## config.mk

```make
export PLATFORM = sky130hd
export DESIGN_NAME = spi_xfer_ctrl
export DESIGN_NICKNAME = d
export VERILOG_FILES = /design/src/rtl/spi_ctrl_pkg.sv /design/src/rtl/spi_clk_div.sv /design/src/rtl/spi_xfer_ctrl.sv
export SDC_FILE = /design/constraint.sdc
export NUM_CORES = 1
export LEC_CHECK = 0
export ABC_AREA = 1
export CORE_MARGIN = 2
export CORE_UTILIZATION = 49
export CTS_BUF_LIST = sky130_fd_sc_hd__clkbuf_4 sky130_fd_sc_hd__clkbuf_8 sky130_fd_sc_hd__clkbuf_16
export DETAILED_ROUTE_END_ITERATION = 8
export HOLD_SLACK_MARGIN = 0.06
export PLACE_DENSITY = 0.84
export SYNTH_ARGS = -nofsm -noshare
export SYNTH_HDL_FRONTEND = slang
export SYNTH_SLANG_ARGS = --single-unit
```

## constraint.sdc

```tcl
create_clock -name wb_clk -period 1.7 [get_ports wb_clk]
set_clock_uncertainty 0.1 [all_clocks]
set_input_delay 0.17 -clock wb_clk [delete_from_list [all_inputs] [get_ports wb_clk]]
set_output_delay 0.17 -clock wb_clk [all_outputs]
set_load 0.01 [all_outputs]
```

## src/rtl/spi_ctrl_pkg.sv

```systemverilog
// Shared definitions for the SPI transfer controller.
// Holds the FSM state encoding, default widths and the edge-count helper.
package spi_ctrl_pkg;

  localparam int unsigned DIV_W_DEF = 16;
  localparam int unsigned SS_W_DEF  = 8;
  localparam int unsigned LEN_W_DEF = 7;

  typedef enum logic [1:0] {
    IDLE  = 2'd0,
    START = 2'd1,
    SHIFT = 2'd2,
    HOLD  = 2'd3
  } state_t;

  // Number of sclk edges for a character: 2*len, where len==0 means 2^len_w bits.
  function automatic logic [31:0] edge_total(input logic [31:0] n, input int unsigned len_w);
    if (n == 32'd0) begin
      return 32'd1 << (len_w + 1);
    end
    return n << 1;
  endfunction

endpackage

```

## src/rtl/spi_clk_div.sv

```systemverilog
// Divider countdown for the SPI serial clock.
// Ports:
//   wb_clk, wb_reset  clock and async active-high reset
//   load              capture divider into the reload register and counter
//   en                count down, reloading on zero
//   divider           half-period minus one
//   tick              registered: counter is zero this cycle
//   tick_nxt_c        combinational: counter will be zero next cycle
module spi_clk_div
  import spi_ctrl_pkg::*;
#(
  parameter int unsigned DIV_W = DIV_W_DEF
) (
  input  logic             wb_clk,
  input  logic             wb_reset,
  input  logic             load,
  input  logic             en,
  input  logic [DIV_W-1:0] divider,
  output logic             tick,
  output logic             tick_nxt_c
);

  logic [DIV_W-1:0] div_q;
  logic [DIV_W-1:0] cnt;
  logic [DIV_W-1:0] cnt_nxt;

  // Next count: load wins, otherwise count down and reload on zero.
  always_comb begin
    cnt_nxt = cnt;
    if (load) begin
      cnt_nxt = divider;
    end else if (en) begin
      cnt_nxt = (cnt == '0) ? div_q : cnt - DIV_W'(1);
    end
  end

  assign tick_nxt_c = (cnt_nxt == '0);

  always_ff @(posedge wb_clk or posedge wb_reset) begin
    if (wb_reset) begin
      div_q <= '0;
      cnt   <= '0;
      tick  <= 1'b1;
    end else begin
      if (load) begin
        div_q <= divider;
      end
      cnt  <= cnt_nxt;
      tick <= tick_nxt_c;
    end
  end

endmodule

```

## src/rtl/spi_xfer_ctrl.sv

```systemverilog
// SPI master transfer sequencer and serial-clock generator.
// Ports:
//   wb_clk, wb_reset   clock and async active-high reset
//   go                 start strobe, honoured only when idle
//   divider, len       half-period minus one, bits per character (0 = 2^LEN_W)
//   ss_sel, ass        slave selection and auto-slave-select mode
//   sclk               serial clock, idles low
//   pos_edge/neg_edge  one-cycle strobes in the cycle before sclk rises/falls
//   tip, last          transfer in progress, final bit of the character
//   ss_pad_o           active-low slave selects
//   done               one-cycle pulse at transfer completion
// Optional macro SPI_XFER_CTRL_IRQ_EN adds ie/irq_clr inputs and a sticky irq output.
module spi_xfer_ctrl
  import spi_ctrl_pkg::*;
#(
  parameter int unsigned DIV_W = DIV_W_DEF,
  parameter int unsigned SS_W  = SS_W_DEF,
  parameter int unsigned LEN_W = LEN_W_DEF
) (
  input  logic             wb_clk,
  input  logic             wb_reset,
  input  logic             go,
  input  logic [DIV_W-1:0] divider,
  input  logic [LEN_W-1:0] len,
  input  logic [SS_W-1:0]  ss_sel,
  input  logic             ass,
`ifdef SPI_XFER_CTRL_IRQ_EN
  input  logic             ie,
  input  logic             irq_clr,
  output logic             irq,
`endif
  output logic             sclk,
  output logic             pos_edge,
  output logic             neg_edge,
  output logic             tip,
  output logic             last,
  output logic [SS_W-1:0]  ss_pad_o,
  output logic             done
);

  localparam int unsigned EDGE_W = LEN_W + 2;

  state_t            state;
  state_t            state_nxt;
  logic [EDGE_W-1:0] edge_cnt;
  logic [EDGE_W-1:0] edge_cnt_nxt;
  logic              sclk_nxt;
  logic              done_nxt;
  logic              pos_nxt;
  logic              neg_nxt;
  logic              last_nxt;
  logic              tip_nxt;
  logic              tick;
  logic              tick_nxt_c;
  logic              load_c;
  logic              en_c;

  assign load_c = (state == IDLE) && go;
  assign en_c   = (state != IDLE);

  spi_clk_div #(.DIV_W(DIV_W)) u_clk_div (
    .wb_clk     (wb_clk),
    .wb_reset   (wb_reset),
    .load       (load_c),
    .en         (en_c),
    .divider    (divider),
    .tick       (tick),
    .tick_nxt_c (tick_nxt_c)
  );

  // State register.
  always_ff @(posedge wb_clk or posedge wb_reset) begin
    if (wb_reset) begin
      state <= IDLE;
    end else begin
      state <= state_nxt;
    end
  end

  // Next state plus look-ahead for the registered strobes, so each strobe
  // lands in the same cycle as the tick that moves sclk.
  always_comb begin
    state_nxt    = state;
    edge_cnt_nxt = edge_cnt;
    sclk_nxt     = sclk;
    done_nxt     = 1'b0;
    case (state)
      IDLE: begin
        if (go) begin
          state_nxt    = START;
          edge_cnt_nxt = EDGE_W'(edge_total(32'(len), LEN_W));
        end
      end
      START: begin
        if (tick) begin
          state_nxt = SHIFT;
        end
      end
      SHIFT: begin
        if (tick) begin
          sclk_nxt     = ~sclk;
          edge_cnt_nxt = edge_cnt - EDGE_W'(1);
          if (edge_cnt == EDGE_W'(1)) begin
            state_nxt = HOLD;
          end
        end
      end
      HOLD: begin
        if (tick) begin
          state_nxt = IDLE;
          done_nxt  = 1'b1;
        end
      end
      default: state_nxt = IDLE;
    endcase
    pos_nxt  = (state_nxt == SHIFT) && tick_nxt_c && !sclk_nxt;
    neg_nxt  = (state_nxt == SHIFT) && tick_nxt_c && sclk_nxt;
    last_nxt = (state_nxt == SHIFT) && (edge_cnt_nxt <= EDGE_W'(2));
    tip_nxt  = (state_nxt != IDLE);
  end

  // Datapath and output registers; ss follows its source one cycle later.
  always_ff @(posedge wb_clk or posedge wb_reset) begin
    if (wb_reset) begin
      edge_cnt <= '0;
      sclk     <= 1'b0;
      pos_edge <= 1'b0;
      neg_edge <= 1'b0;
      last     <= 1'b0;
      tip      <= 1'b0;
      done     <= 1'b0;
      ss_pad_o <= '1;
    end else begin
      edge_cnt <= edge_cnt_nxt;
      sclk     <= sclk_nxt;
      pos_edge <= pos_nxt;
      neg_edge <= neg_nxt;
      last     <= last_nxt;
      tip      <= tip_nxt;
      done     <= done_nxt;
      ss_pad_o <= ass ? ~(ss_sel & {SS_W{tip}}) : ~ss_sel;
    end
  end

`ifdef SPI_XFER_CTRL_IRQ_EN
  logic irq_flag;
  logic irq_flag_nxt;

  // Sticky completion flag; a set beats a simultaneous clear.
  assign irq_flag_nxt = done | (irq_flag & ~irq_clr);

  always_ff @(posedge wb_clk or posedge wb_reset) begin
    if (wb_reset) begin
      irq_flag <= 1'b0;
      irq      <= 1'b0;
    end else begin
      irq_flag <= irq_flag_nxt;
      irq      <= irq_flag_nxt & ie;
    end
  end
`endif

endmodule
```

### After elaboration in Yosys (flattened, before gate mapping)

Cells that the tools add are included.

| word-level totals | value |
|---|---|
| logic and storage cells | 58 |
| output and inout port bits | 14 |
| register bits | 58 |

| cells by class | value |
|---|---|
| bitwise logic cells | 4 |
| magnitude comparators | 1 |
| equal/unequal tests | 5 |
| $add $sub $neg | 2 |
| muxes and demuxes | 22 |
| reduce and logical (&&, ||, !) cells | 12 |

Operator list:

| cell | number |
|---|---|
| 16-bit two-way mux | 3 |
| 9-bit two-way mux | 4 |
| 16-bit logical NOT | 2 |
| 9-bit case mux with 2 select lines | 1 |
| 8-bit inverter | 2 |
| 16-bit by 1-bit subtractor with 16-bit output (second input constant) | 1 |
| 2-bit two-way mux | 5 |
| 9-bit by 1-bit == test with 1-bit output (second input constant) | 1 |
| 9-bit by 2-bit <= comparator with 1-bit output (second input constant) | 1 |
| 9-bit by 1-bit subtractor with 9-bit output (second input constant) | 1 |
| 8-bit bitwise AND | 1 |
| 8-bit two-way mux | 1 |
| 2-bit case mux with 4 select lines | 1 |
| 7-bit logical NOT | 1 |
| 1-bit two-way mux | 7 |
| 2-bit == test (second input constant) | 3 |
| 1-bit logical AND | 5 |
| 2-bit nonzero test | 2 |
| 2-bit by 1-bit == test with 1-bit output (second input constant) | 1 |
| 2-bit logical NOT | 1 |
| 1-bit logical NOT | 1 |
| 1-bit inverter | 1 |

### Depth between registers and ports, before layout

| depth | value |
|---|---|
| depth in word-level cells | 9 |
| depth in mapped cells | 17 |
| mapped depth without buffers | 17 |

### Modules after synthesis

From an unflattened synthesis, not the netlist that was laid out.

| unflattened totals | value |
|---|---|
| cell total of the unflattened synthesis | 501 |
| area total of the unflattened synthesis | 3,527.1 um^2 |

Modules (own cells, without submodules):

| module | cells an instance | sequential area each (um^2) | area each (um^2) | instances |
|---|---|---|---|---|
| spi_clk_div | 323 | 827.0 | 2,194.6 | 1 |
| spi_xfer_ctrl | 178 | 635.6 | 1,332.5 | 1 |

### Worst setup path after synthesis

No wires, ideal clock.

| path | value |
|---|---|
| path kind | reg-to-reg |
| start | register u_clk_div.cnt[0] |
| end | register neg_edge |
| data arrival time | 1.760 ns |
| slack | -0.232 ns |
| stages on the path, launching flop included | 16 |
| library setup time | 0.072 ns |
| path through | dfrtp_1 -> inv_1 -> ha_1 -> nand2_1 -> nor2_4 -> nand2_4 -> buf_6 -> nand2_1 -> nand2_1 -> nand2_1 -> nand2_1 -> nor2_2 -> nand3_1 -> nor3_2 -> nand3_1 -> nor2_1 |

| between the ends | value |
|---|---|
| word-level cells in the longest chain between the ends | 7 |
| elaborated cells on any way between the ends | 8 |
| classes of those cells | 1 x add/sub; 3 x mux; 4 x reduce/logical |

Ends and longest elaborated chain:

| what | RTL line | text |
|---|---|---|
| from (decl) | spi_clk_div.sv:24 | `logic [DIV_W-1:0] cnt;` |
| from (signal assigned) | spi_clk_div.sv:48 | `cnt <= cnt_nxt;` |
| 16-bit by 1-bit subtractor with 16-bit output or 16-bit logical NOT (tied branches) | spi_clk_div.sv:33 | `cnt_nxt = (cnt == '0) ? div_q : cnt - DIV_W'(1);` |
| 16-bit two-way mux | spi_clk_div.sv:33 |  |
| 16-bit two-way mux (*) | spi_clk_div.sv:32 | `end else if (en) begin` |
| 16-bit two-way mux (*) | spi_clk_div.sv:30 | `if (load) begin` |
| 16-bit logical NOT (*) | spi_clk_div.sv:37 | `assign tick_nxt_c = (cnt_nxt == '0);` |
| 1-bit logical AND (*) (2 in a row) | spi_xfer_ctrl.sv:117 | `neg_nxt = (state_nxt == SHIFT) && tick_nxt_c && sclk_nxt;` |
| via neg_nxt | spi_xfer_ctrl.sv:50 | `logic neg_nxt;` |
| to (signal assigned) | spi_xfer_ctrl.sv:137 | `neg_edge <= neg_nxt;` |
| to (decl) | spi_xfer_ctrl.sv:34 | `output logic neg_edge,` |

Mark *: on every way through the listed nets, which the timed path passes. The rest lies on a longest branch.
A chain may end at the register's enable or synchronous reset.

### Worst setup path in the final report

| path | value |
|---|---|
| start | register u_clk_div.cnt[2] |
| end | register pos_edge |

| between the ends | value |
|---|---|
| word-level cells in the longest chain between the ends | 7 |
| elaborated cells on any way between the ends | 8 |
| classes of those cells | 1 x add/sub; 3 x mux; 4 x reduce/logical |

Ends and longest elaborated chain:

| what | RTL line | text |
|---|---|---|
| 16-bit logical NOT | spi_clk_div.sv:33 |  |
| 16-bit two-way mux | spi_clk_div.sv:33 |  |
| 16-bit two-way mux | spi_clk_div.sv:32 |  |
| 16-bit two-way mux | spi_clk_div.sv:30 |  |
| via u_clk_div.cnt_nxt[0] | spi_clk_div.sv:25 | `logic [DIV_W-1:0] cnt_nxt;` |
| 16-bit logical NOT | spi_clk_div.sv:37 |  |
| 1-bit logical AND (2 in a row) | spi_xfer_ctrl.sv:116 | `pos_nxt = (state_nxt == SHIFT) && tick_nxt_c && !sclk_nxt;` |
| via pos_nxt | spi_xfer_ctrl.sv:49 | `logic pos_nxt;` |
| to (signal assigned) | spi_xfer_ctrl.sv:136 | `pos_edge <= pos_nxt;` |
| to (decl) | spi_xfer_ctrl.sv:33 | `output logic pos_edge,` |

The timed path passes the listed nets, and every way through them passes these cells.

==> metrics.md <==
| Metric | Value |
|---|---|
| Status | `complete, but fails checks` |
| Failing checks | `negative setup slack` |
| Drt wl/cell | `14.5 microns` |
| Diode count | `0` |
| Clk pin slew, worst setup/hold paths | `70 ps` |
| Level count of the clock H-tree | `3` |
| Min setup slack post-route | `-555 ps` |
| Post-DP HPWL | `6.96 mm` |
| Critical-path top delay cell | `dfrtp_2` |
| Setup Crit Path Kind | `register to register` |
| Final Critical Period | `2260 ps` |
| Leakage | `2.60 nW` |
| Share of post-route cells with drive strength above 1 | `33.3%` |
| Post-Synthesis Cell Area | `3410 sq um` |
| Flops & latches, synth | `58` |
| Fillers | `486` |
| Gr usage total | `26.8%` |
| PD cells | `622 nW/um^2` |
| Area growth, synth to finish | `49.4%` |
| CP arrival | `2440 ps` |
| Worst setup SP type | `register` |
| CTS root buf | `clkbuf_8` |
| Count leader, synth | `nand2_1` |
| Setup violators final | `13` |
| Worst Setup End Kind | `register` |
| # IOs | `49` |
| Placed cell areas | `4540 sq um` |
| Post-route ant nets | `0` |
| Initial antenna violation count | `0` |
| Delay of the slowest critical-path stage | `480 ps` |
| Routed WL | `9.89 mm` |
| Largest net degree at the start of global routing | `19` |
| Port bufs | `48` |
| Seq/Total Area, Yosys | `42.9%` |
| MaxCap Viol Count | `0` |
| Core area | `6760 sq um` |
| Via count | `3,497` |
| Die X-Extent | `87.4 microns` |
| Multi-input logic area | `1800 sq um` |
| First-pass DRT Iterations | `4` |
| Delay-heaviest family, CP | `simple AND/OR/NAND/NOR gates` |
| CP bufs+invs | `1` |
| Predominant post-synthesis flop cell | `dfrtp_1` |
| Max IR drop VDD | `0.449 mV` |
| Total grt overflow | `0` |
| Total Power | `3.17 mW` |
| Via density | `5.12` |
| Critical Path RT | `1880 ps` |
| Post-synth EDFFs | `0` |
| DRC violations left | `0` |
| CTS Buf Count | `9` |
| Top cell by count, worst path | `nand2_1` |
| Design area | `5090 sq um` |
| Share of the synthesized area in the top cell type | `36.0%` |
| Final Wtd Congestion | `0.920` |
| Min-Delay Path Class | `input pin to register` |
| Bufs on Longest Clock Path | `2` |
| Reg-to-reg slack, setup | `-560 ps` |
| Fin Hold WS | `204 ps` |
| Slew headroom | `71.6%` |
| Commonest cells in the netlist | `148 x nand2_1, 66 x inv_1, 49 x dfrtp_1` |
| Worst Tran Pin Value | `425 ps` |
| Final Cycle Share | `133%` |
| RSZ-0062 raised after global routing | `yes` |
| Synth Instances | `459` |
| Worst-path fanout max | `6` |
| Pins Over Slew Limit | `0` |
| Chip height | `87.4 microns` |
| Cell taking the most area after synthesis | `dfrtp_1` |
| Final Hold Viols | `0` |
| Initial Util | `50.5%` |
| Initial DRC Count | `208` |
| Storage element area | `1470 sq um` |
| Post-synth cell types | `38` |
| Vias in the first global route | `3,544` |
| Synth area leaders | `dfrtp_1 36%, nand2_1 16%, inv_1 7.3%` |
| F_max | `443 MHz` |
| First-pass GRT wire length | `15.8 mm` |
| Fin nets | `637` |
| Clock sinks | `58` |
| Synthesized area per cell | `7.43 sq um` |
| CTS tree | `built` |
| Post-synth ARST share | `100%` |
| Total die area | `7640 sq um` |
| Critical Path, Cell by Cell | `nor2_4 -> nand2_2 -> nor2_4 -> buf_6 -> nand3b_1 -> nand3_1 -> nand2_1 -> nor2_1 -> nand2_1 -> nor2_1 -> nand2_1 -> nor2_2 -> nand3_2 -> nor2_2` |
| Mapped Nets | `498` |
| Clock Latency Late Sink | `350 ps` |
| Site Rows | `30` |
| YS warnings | `0` |
## flip-flops by register name (all words and copies together) (netlist names)
| signal | count |
|---|---|
| done | 1 |
| edge_cnt | 9 |
| last | 1 |
| neg_edge | 1 |
| pos_edge | 1 |
| sclk | 1 |
| ss_pad_o | 8 |
| state | 2 |
| tip | 1 |
| u_clk_div.cnt | 16 |
| u_clk_div.div_q | 16 |
| u_clk_div.tick | 1 |
## layout by cell type, fill, tap and decap left out, types with 6 or more instances in the layout
master	synthesis	routed
clkbuf_8	0	9
inv_2	4	10
nand3_1	32	29
o21ai_1	2	6
nand2_1	148	136
nor2_2	7	13
buf_4	0	77
nor2_1	38	24
nor2_4	7	15
inv_1	66	58
dfstp_2	9	9
nand2_2	7	19
clkdlybuf4s50_1	0	44
buf_6	4	8
dfrtp_1	49	46
o21ai_0	26	21
## where the power goes
group          leakage, nW  switching, mW  internal [mW]  total (mW)
clock                0.123          0.607          0.972        1.58
combinational         1.83         0.0732          0.107       0.180
sequential           0.644        0.00610           1.40        1.41
## cell type report
| cell class | instances | share of cell area [%] |
|---|---|---|
| Clock buffer | 9 | 2.43 |
| Clock inverter | 7 | 2.31 |
| Inverter | 71 | 5.38 |
| Multi-Input combinational cell | 322 | 35.4 |
| Sequential cell | 58 | 28.8 |
| Tap cell | 80 | 1.97 |
| Timing Repair Buffer | 136 | 23.7 |
## final timing paths
| kind | depth (start not counted) | endpoint | startpoint |
|---|---|---|---|
| max | 14 | pos_edge$_DFF_PP0_ | u_clk_div.cnt[2]$_DFF_PP0_ |
| min | 2 | ss_pad_o[6]$_DFF_PP1_ | ss_sel[6] |
| max reg2reg | 14 | pos_edge$_DFF_PP0_ | u_clk_div.cnt[2]$_DFF_PP0_ |
| min reg2reg | 2 | u_clk_div.div_q[5]$_DFFE_PP0P_ | u_clk_div.div_q[5]$_DFFE_PP0P_ |
| max in group asynchronous | 4 | u_clk_div.cnt[3]$_DFF_PP0_ | wb_reset |
| min in group asynchronous | 3 | tip$_DFF_PP0_ | wb_reset |
## metrics by stage
| stage | setup WS (ps) | setup TNS (ps) | cells | util (%) |
|---|---|---|---|---|
| after floorplan | -141 | -370 | 459 | - |
| after detailed placement | -420 | -1860 | 653 | 67.1 |
| after global routing | -675 | -3860 | 683 | 75.4 |
| after CTS | -397 | -1370 | 676 | 72.2 |
| final | -555 | -2150 | 683 | 75.4 |
| after global placement | -338 | -1420 | 653 | 67.1 |
## kinds of logic after synthesis
kind of cell,Yosys count,synth area share (%)
AOI/OAI and AO/OA,49,8.40
and+or+nand+nor,263,36.1
adders and majority gates,4,1.47
buffers and inverters,80,9.87
xor gates and xnor gates,5,1.28
DFF,58,42.9
## per-layer routing
metal  routed length (microns)  global-route usage [%]  up-vias  part of all wire [%]
li1                          -                       -     1719                     -
met1                      4100                    31.6     1646                    42
met2                      5010                    46.7       96                    51
met3                       431                    5.97       36                   4.4
met4                       337                    11.2        0                   3.4
met5                         0                       0        -                     0
## worst reg2reg max path, cell delays in order, from the launching register on
cell and delay (ps):
dfrtp_2 480, nor2_4 170, nand2_2 80, nor2_4 180, buf_6 160, nand3b_1 80
nand3_1 110, nand2_1 80, nor2_1 110, nand2_1 80, nor2_1 90, nand2_1 100
nor2_2 160, nand3_2 100, nor2_2 110
## timing repair
action / 4_1_cts / 5_1_grt
resized for setup: 18 / 52
endpoints found under the hold margin: 3 / 0
pin swaps: 17 / 28
hold buffers: 1 / 0
endpoints found under the setup margin: 8 / 24
gates cloned: 0 / 1
setup buffers: 7 / 8
No activity file was read; power rests on OpenSTA's default activity.
